--- config.mk ---
export PLATFORM = sky130hd
export DESIGN_NAME = galois_lfsr_step
export DESIGN_NICKNAME = d
export VERILOG_FILES = /design/src/rtl/galois_lfsr_step.sv
export SDC_FILE = /design/constraint.sdc
export NUM_CORES = 1
export LEC_CHECK = 0
export ABC_CLOCK_PERIOD_IN_PS = 800
export BUFFER_PORTS_ARGS = -buffer_cell sky130_fd_sc_hd__buf_4
export CAP_MARGIN = 20
export CORE_AREA = 2 2 56 58
export DETAILED_ROUTE_END_ITERATION = 12
export DIE_AREA = 0 0 58 60
export GPL_ROUTABILITY_DRIVEN = 0
export PLACE_DENSITY = 0.9
export SETUP_SLACK_MARGIN = 0.1
export SYNTH_ARGS = -nofsm -noshare
export SYNTH_HDL_FRONTEND = slang
export SYNTH_SLANG_ARGS = --single-unit
export TNS_END_PERCENT = 5
--- constraint.sdc ---
create_clock -name vclk -period 0.8
set_clock_uncertainty 0.05 [all_clocks]
set_input_delay 0.04 -clock vclk [all_inputs]
set_output_delay 0.04 -clock vclk [all_outputs]
set_load 0.02 [all_outputs]
--- src/rtl/galois_lfsr_step.sv ---
// One Galois LFSR step: next state and the keystream bit of the current state.
// Latency: purely combinational.
// Backpressure: none; the caller decides when to register the result.
module galois_lfsr_step #(
  parameter int N = 48
) (
  input  logic [N-1:0] cur,
  input  logic [N-1:0] taps,
  output logic [N-1:0] nxt,
  output logic         out_bit
);

  // Shift right and fold the feedback mask in when the outgoing bit is 1.
  always_comb begin
    out_bit = cur[0];
    nxt     = cur[0] ? ((cur >> 1) ^ taps) : (cur >> 1);
  end

endmodule

* Yosys cells after proc, flatten, opt, wreduce, memory -nomap -nowiden *
Index checks and enable logic that the tools add are counted.

storage, ports and cells
  input bits = 96
  bits in latches = 0
  memories = 0
  register bits = 0
  bits in writable memories = 0
  word-level logic and storage cells = 2
  ROM bits = 0

cells by class
  $lt $le $gt $ge = 0
  bitwise operators = 1
  multiplexer cells = 1
  eq/ne operators = 0
  multipliers = 0
  shifts and indexed selects = 0
  add/sub/neg operators = 0
  div/mod/pow operators = 0
  reduce and logical (&&, ||, !) cells = 0

operators with widths
  kind                   number
  2-to-1 mux 48 bit      1
  XOR 47 x 48 -> 48 bit  1

* Depth between registers and ports, before layout *
Gate-level depths: netlist of run 1.

  depth after elaboration = 2
  mapped depth = 4

* Least setup slack after synthesis of run 1 *
Ideal clock, no wire load.

  kind = input -> output
  from = input cur[0]
  to = output nxt[26]
  cell stages on the path = 4
  buffers on the path = 2
  arrival time = 0.738 ns
  setup slack = -0.028 ns
  required time = 0.710 ns
  path through = buf_4 > buf_6 > nand2_1 > xnor2_1

between the ends
  word-level cells in the longest chain between the ends = 1

ends and longest elaborated chain
  item                line  text
  start: declaration  7     input logic [N-1:0] cur,
  2-to-1 mux 48 bit   16    nxt = cur[0] ? ((cur >> 1) ^ taps) : (cur >> 1);
  end: declaration    9     output logic [N-1:0] nxt,

Every way passes these cells.

* Final worst setup path of run 1 *
  from = input cur[0]
  to = output nxt[25]

Same word-level chain as after synthesis.

==> run metrics, run 1 <==
status complete, but fails checks; failing checks setup timing; cell count after synthesis just over 100; share of cells above drive strength 1 0.940; synthesis-to-finish area growth 283%; routed length on met1 about 1.4 mm; Hold WS a little over 0.3 ns; CP max FO 8; number of global-route vias before repair 1194; num ports roughly 150; peak supply drop around 0.00066 V; Hold Vio Cnt, Final 0; remaining antenna violation count 0; Core Rows 20; Reg area 0 um2; layout clock buffer count 0; post-synthesis mux area share 0; largest net degree at the start of global routing 14; final setup margin -0.0375 ns; DIE HEIGHT 60 um; worst endpoint required time a little over 0.7 ns; Syn Nets approximately 200; initial DRC count 20; setup TNS -0.0600 ns; worst hold path class in -> out; GRT Residual Overflow 0; XOR/XNOR Fraction of Synth Area 0.641; Power, Total approximately 1.9 mW; DR DRC count 0; Crit Path Class in -> out; largest family of logic cells by synthesized area XOR/XNOR gates; period utilization 1.05; Sw Ratio 0.447; Initial Util 0.221; postcts setup bufs 0; Comb pwr share 1.000; Syn Std Cell Area approximately 640 um2; Clock power frac 0; GRT Total Usage 0.200; core area approximately 2900 um2; static leakage power approximately 1.4 nW; Least-Margin Pin Slew about 0.15 ns; fillers between 150 and 200; RSZ-0062 raised after global routing yes; Setup WS pre-CTS -0.0412 ns; Synth Area in Adders 0; first-pass iteration count of the detailed router 3; sequential element share of the synthesized area 0; uppermost layer routed met4; DR WL met2 2.52 mm; full die area between 3000 and 4000 um2; Via density approximately 4.5; Synth Area in Compound Gates 0; PD cells slightly below 800 nW/um2; max-cap check violation count 0; Cell Int Power between 1 and 1.5 mW; Nets 346; DR vias around 1300; wire per inst about 16 um; Final Max Tran Viols 0; routed wl met3 roughly 400 um; Post-Syn Area per Cell 6.36 um2; Synth Area in Simple Gates 0.285; first-pass GRT wire length between 5 and 6 mm; synth warn 0; Detail Placement HPWL 2.89 mm; Die Wd ~58 um; fmax about 1200 MHz; Netlist cell types 6; Slew HR 0.900; setup violators final 3; Worst Setup Start Kind primary input; antenna violations before repair 0; # diodes 0; final wirelength approximately 4.4 mm; Setup crit end kind primary output; Seq cells 0; I/O Buffers 145; CP arrival 0.75 ns; Net Sw Power around 0.86 mW; sequential share of power 0; fin crit period approximately 0.84 ns
[power groups by stage]
stage	clock [mW]	combinational, mW	sequential (mW)
2_1_floorplan	0	0.742	0
3_3_place_gp	0	1.54	0
3_5_place_dp	0	1.56	0
4_1_cts	0	1.74	0
5_1_grt	0	2.01	0
6_report	0	1.92	0
[layer usage]
metal  up-vias  GRT usage
met4         0     0.0166
met3         2     0.0281
met1       571      0.233
li1        596          -
met5         -          0
met2        86      0.396
[stage by stage]
step,std cells,cell area (um2),utilization
after detailed placement,275,1920,0.660
after global placement,275,1920,0.660
final,281,2460,0.847
after global routing,281,2460,0.847
after CTS,278,2190,0.756
after floorplan,101,798,-
[cell families after synthesis]
logic type | count (synthesis)
and+or+nand+nor | 48
buffers and inverters | 6
xor gates and xnor gates | 47
[cell type report]
class / count / area (um2) / area share
tap: 33 / 41.3 / 0.0168
timing repair buffer: 153 / 1320 / 0.538
multi-input combinational: 95 / 1090 / 0.446
[final timing paths]
path | start | to | cells past startpoint
setup / recovery | cur[0] | nxt[25] | 5
hold / removal | cur[4] | nxt[3] | 3
[synth_stat cells, drive strengths merged]
library cell,n,share of area
and2,1,0.0098
buf,6,0.074
xnor2,47,0.64
nand2,47,0.27
[critical path, stage by stage]
cell and delay (ns):
buf_16 0.14, clkbuf_16 0.18, nand2_4 0.05, xnor2_1 0.17
buf_4 0.17
[what timing repair did]
| item | CTS | global route |
|---|---|---|
| endpoints found under the hold margin | 0 | 0 |
| cloned | 3 | 3 |
| hold buffers | 0 | 0 |
| setup endpoints to repair | 47 | 48 |
| pin swaps | 37 | 44 |
| gates resized for setup | 47 | 43 |
[placed cells by master (no fill, tap or decap)]
| master | count |
|---|---|
| buf_16 | 4 |
| buf_12 | 2 |
| clkbuf_16 | 3 |
| nand2_4 | 20 |
| xnor2_1 | 7 |
| and2_4 | 1 |
| nand2_2 | 19 |
| xnor2_2 | 40 |
| buf_4 | 140 |
| buf_6 | 4 |
| nand2_1 | 8 |
Power figures use the tool's default switching activity.
==> inputs of run 2 (changes only) <==
--- a/config.mk
+++ b/config.mk
@@ -12,6 +12,7 @@
 export DETAILED_ROUTE_END_ITERATION = 12
 export DIE_AREA = 0 0 58 60
 export GPL_ROUTABILITY_DRIVEN = 0
+export GPL_TIMING_DRIVEN = 0
 export PLACE_DENSITY = 0.9
 export SETUP_SLACK_MARGIN = 0.1
 export SYNTH_ARGS = -nofsm -noshare
==> run 2 against run 1 <==
Critical path depth down 1. Fmax up 15%. First-iteration DRC count down 15%. Critical path type unchanged. Largest power group unchanged. Routed wire length down 22%. Die area unchanged. The flow now finishes without violations. Combinational power down 16%.
==> run metrics, run 2 (synthesized netlist as in run 1, its figures left out) <==
Crit Path Class in -> out; Reg area 0 um2 (unchanged); Die Wd 58 um (unchanged); postcts setup bufs 0 (unchanged); status complete, no violations; Worst Setup Start Kind primary input; worst endpoint required time 0.71 ns (about the same); share of cells above drive strength 1 0.762 (-0.177); layout clock buffer count 0 (unchanged); core area 2900 um2 (unchanged); Least-Margin Pin Slew 0.240 ns (+0.0900 ns); Hold WS 0.234 ns (-0.0747 ns); setup TNS 0 ns (+0.0600 ns); DR vias 1187 (-5.4%); Setup crit end kind primary output; first-pass GRT wire length 4.71 mm (-14%); Nets 346 (unchanged); CP arrival 0.64 ns (-0.11 ns); antenna violations before repair 0 (unchanged); commonest non-fill, non-tap cells in the layout 147 x buf_4, 32 x nand2_1, 26 x xnor2_1; period utilization 0.908 (-0.139); CP max FO 6 (-2); fmax 1380 MHz (+15%); synthesis-to-finish area growth 217%; GRT Residual Overflow 0 (unchanged); setup violators final 0 (-3); Hold Vio Cnt, Final 0 (unchanged); DR DRC count 0 (unchanged); GRT Total Usage 0.169 (-0.0308); final wirelength 3.40 mm (-22%); Core Rows 20 (unchanged); I/O Buffers 144 (-0.69%); fin crit period 0.726 ns (-0.111 ns); initial DRC count 17 (-15%); hold depth 2 (-1); first-pass iteration count of the detailed router 3 (unchanged); Seq cells 0 (unchanged); Final Max Tran Viols 0 (unchanged); most common cell after layout, fill and taps aside buf_4; static leakage power 1.11 nW (-19%); Initial Util 0.221 (unchanged); num ports 145 (unchanged); number of global-route vias before repair 1137 (-4.8%); PD cells 794 nW/um2 (+1.8%); RSZ-0062 raised after global routing yes; Detail Placement HPWL 2.91 mm (+0.88%); peak supply drop 0.000552 V (-16%); remaining antenna violation count 0 (unchanged); DIE HEIGHT 60 um (unchanged); Multi-input gate area 795 um2 (-27%); Slew HR 0.839 (-0.0604); largest net degree at the start of global routing 13 (-1); full die area 3480 um2 (unchanged); Via density 4.22 (-5.4%); worst hold path class in -> out; # diodes 0 (unchanged); fillers 234 (+45%); wire per inst 12.1 um (-22%); max-cap check violation count 0 (unchanged)
-- run 2: cell count changes in the layout (fill, tap and decap cells not counted), sizes merged --
| cell | previous run | this run |
|---|---|---|
| buf | 150 | 152 |
| clkbuf | 3 | 1 |
-- run 2: critical path, cell delays in order --
cell and delay, ns:
buf_12 0.10, nand2_1 0.07, xnor2_1 0.23, buf_4 0.19
-- run 2: what timing repair did --
item	in CTS	in global routing
hold buffers	0	0
pin swaps	0	2
gates resized for setup	19	8
cloned	2	1
setup endpoints to repair	33	38
-- run 2: worst paths after layout --
path	from	endpoint	slack (ns)
max	cur[0]	nxt[45]	0.07
min	cur[0]	out_bit	0.23
-- run 2: metrics by stage --
step / worst slack [ns] / instances / power [mW] / cell area [um2] / util
after CTS: 0.0626 / 280 / 1.60 / 1990 / 0.686
after global routing: 0.0507 / 281 / 1.71 / 2040 / 0.702
after floorplan: 0.0587 / 101 / 0.742 / 798 / -
after global placement: 0.0185 / 278 / 1.54 / 1920 / 0.662
final: 0.0739 / 281 / 1.62 / 2040 / 0.702
after detailed placement: 0.0125 / 278 / 1.56 / 1920 / 0.662
-- run 2: cell type report --
type | instances | share of cell area
well taps | 33 | 0.0203
repair buffers | 147 | 0.556
plain buffers | 6 | 0.0338
multi-input cells | 95 | 0.390
-- run 2: layer usage --
layer	track usage	part of all wire	vias to the layer above
met2	0.354	0.55	86
met3	0.0281	0.11	4
li1	-	-	595
met4	0.0133	0.0074	0
met5	0	0	-
met1	0.179	0.32	502
-- run 2: report_power, final --
group | switching, mW | internal, mW | total, mW
logic | 0.718 | 0.899 | 1.62
clock network | 0 | 0 | 0
registers | 0 | 0 | 0
total | 0.718 | 0.899 | 1.62
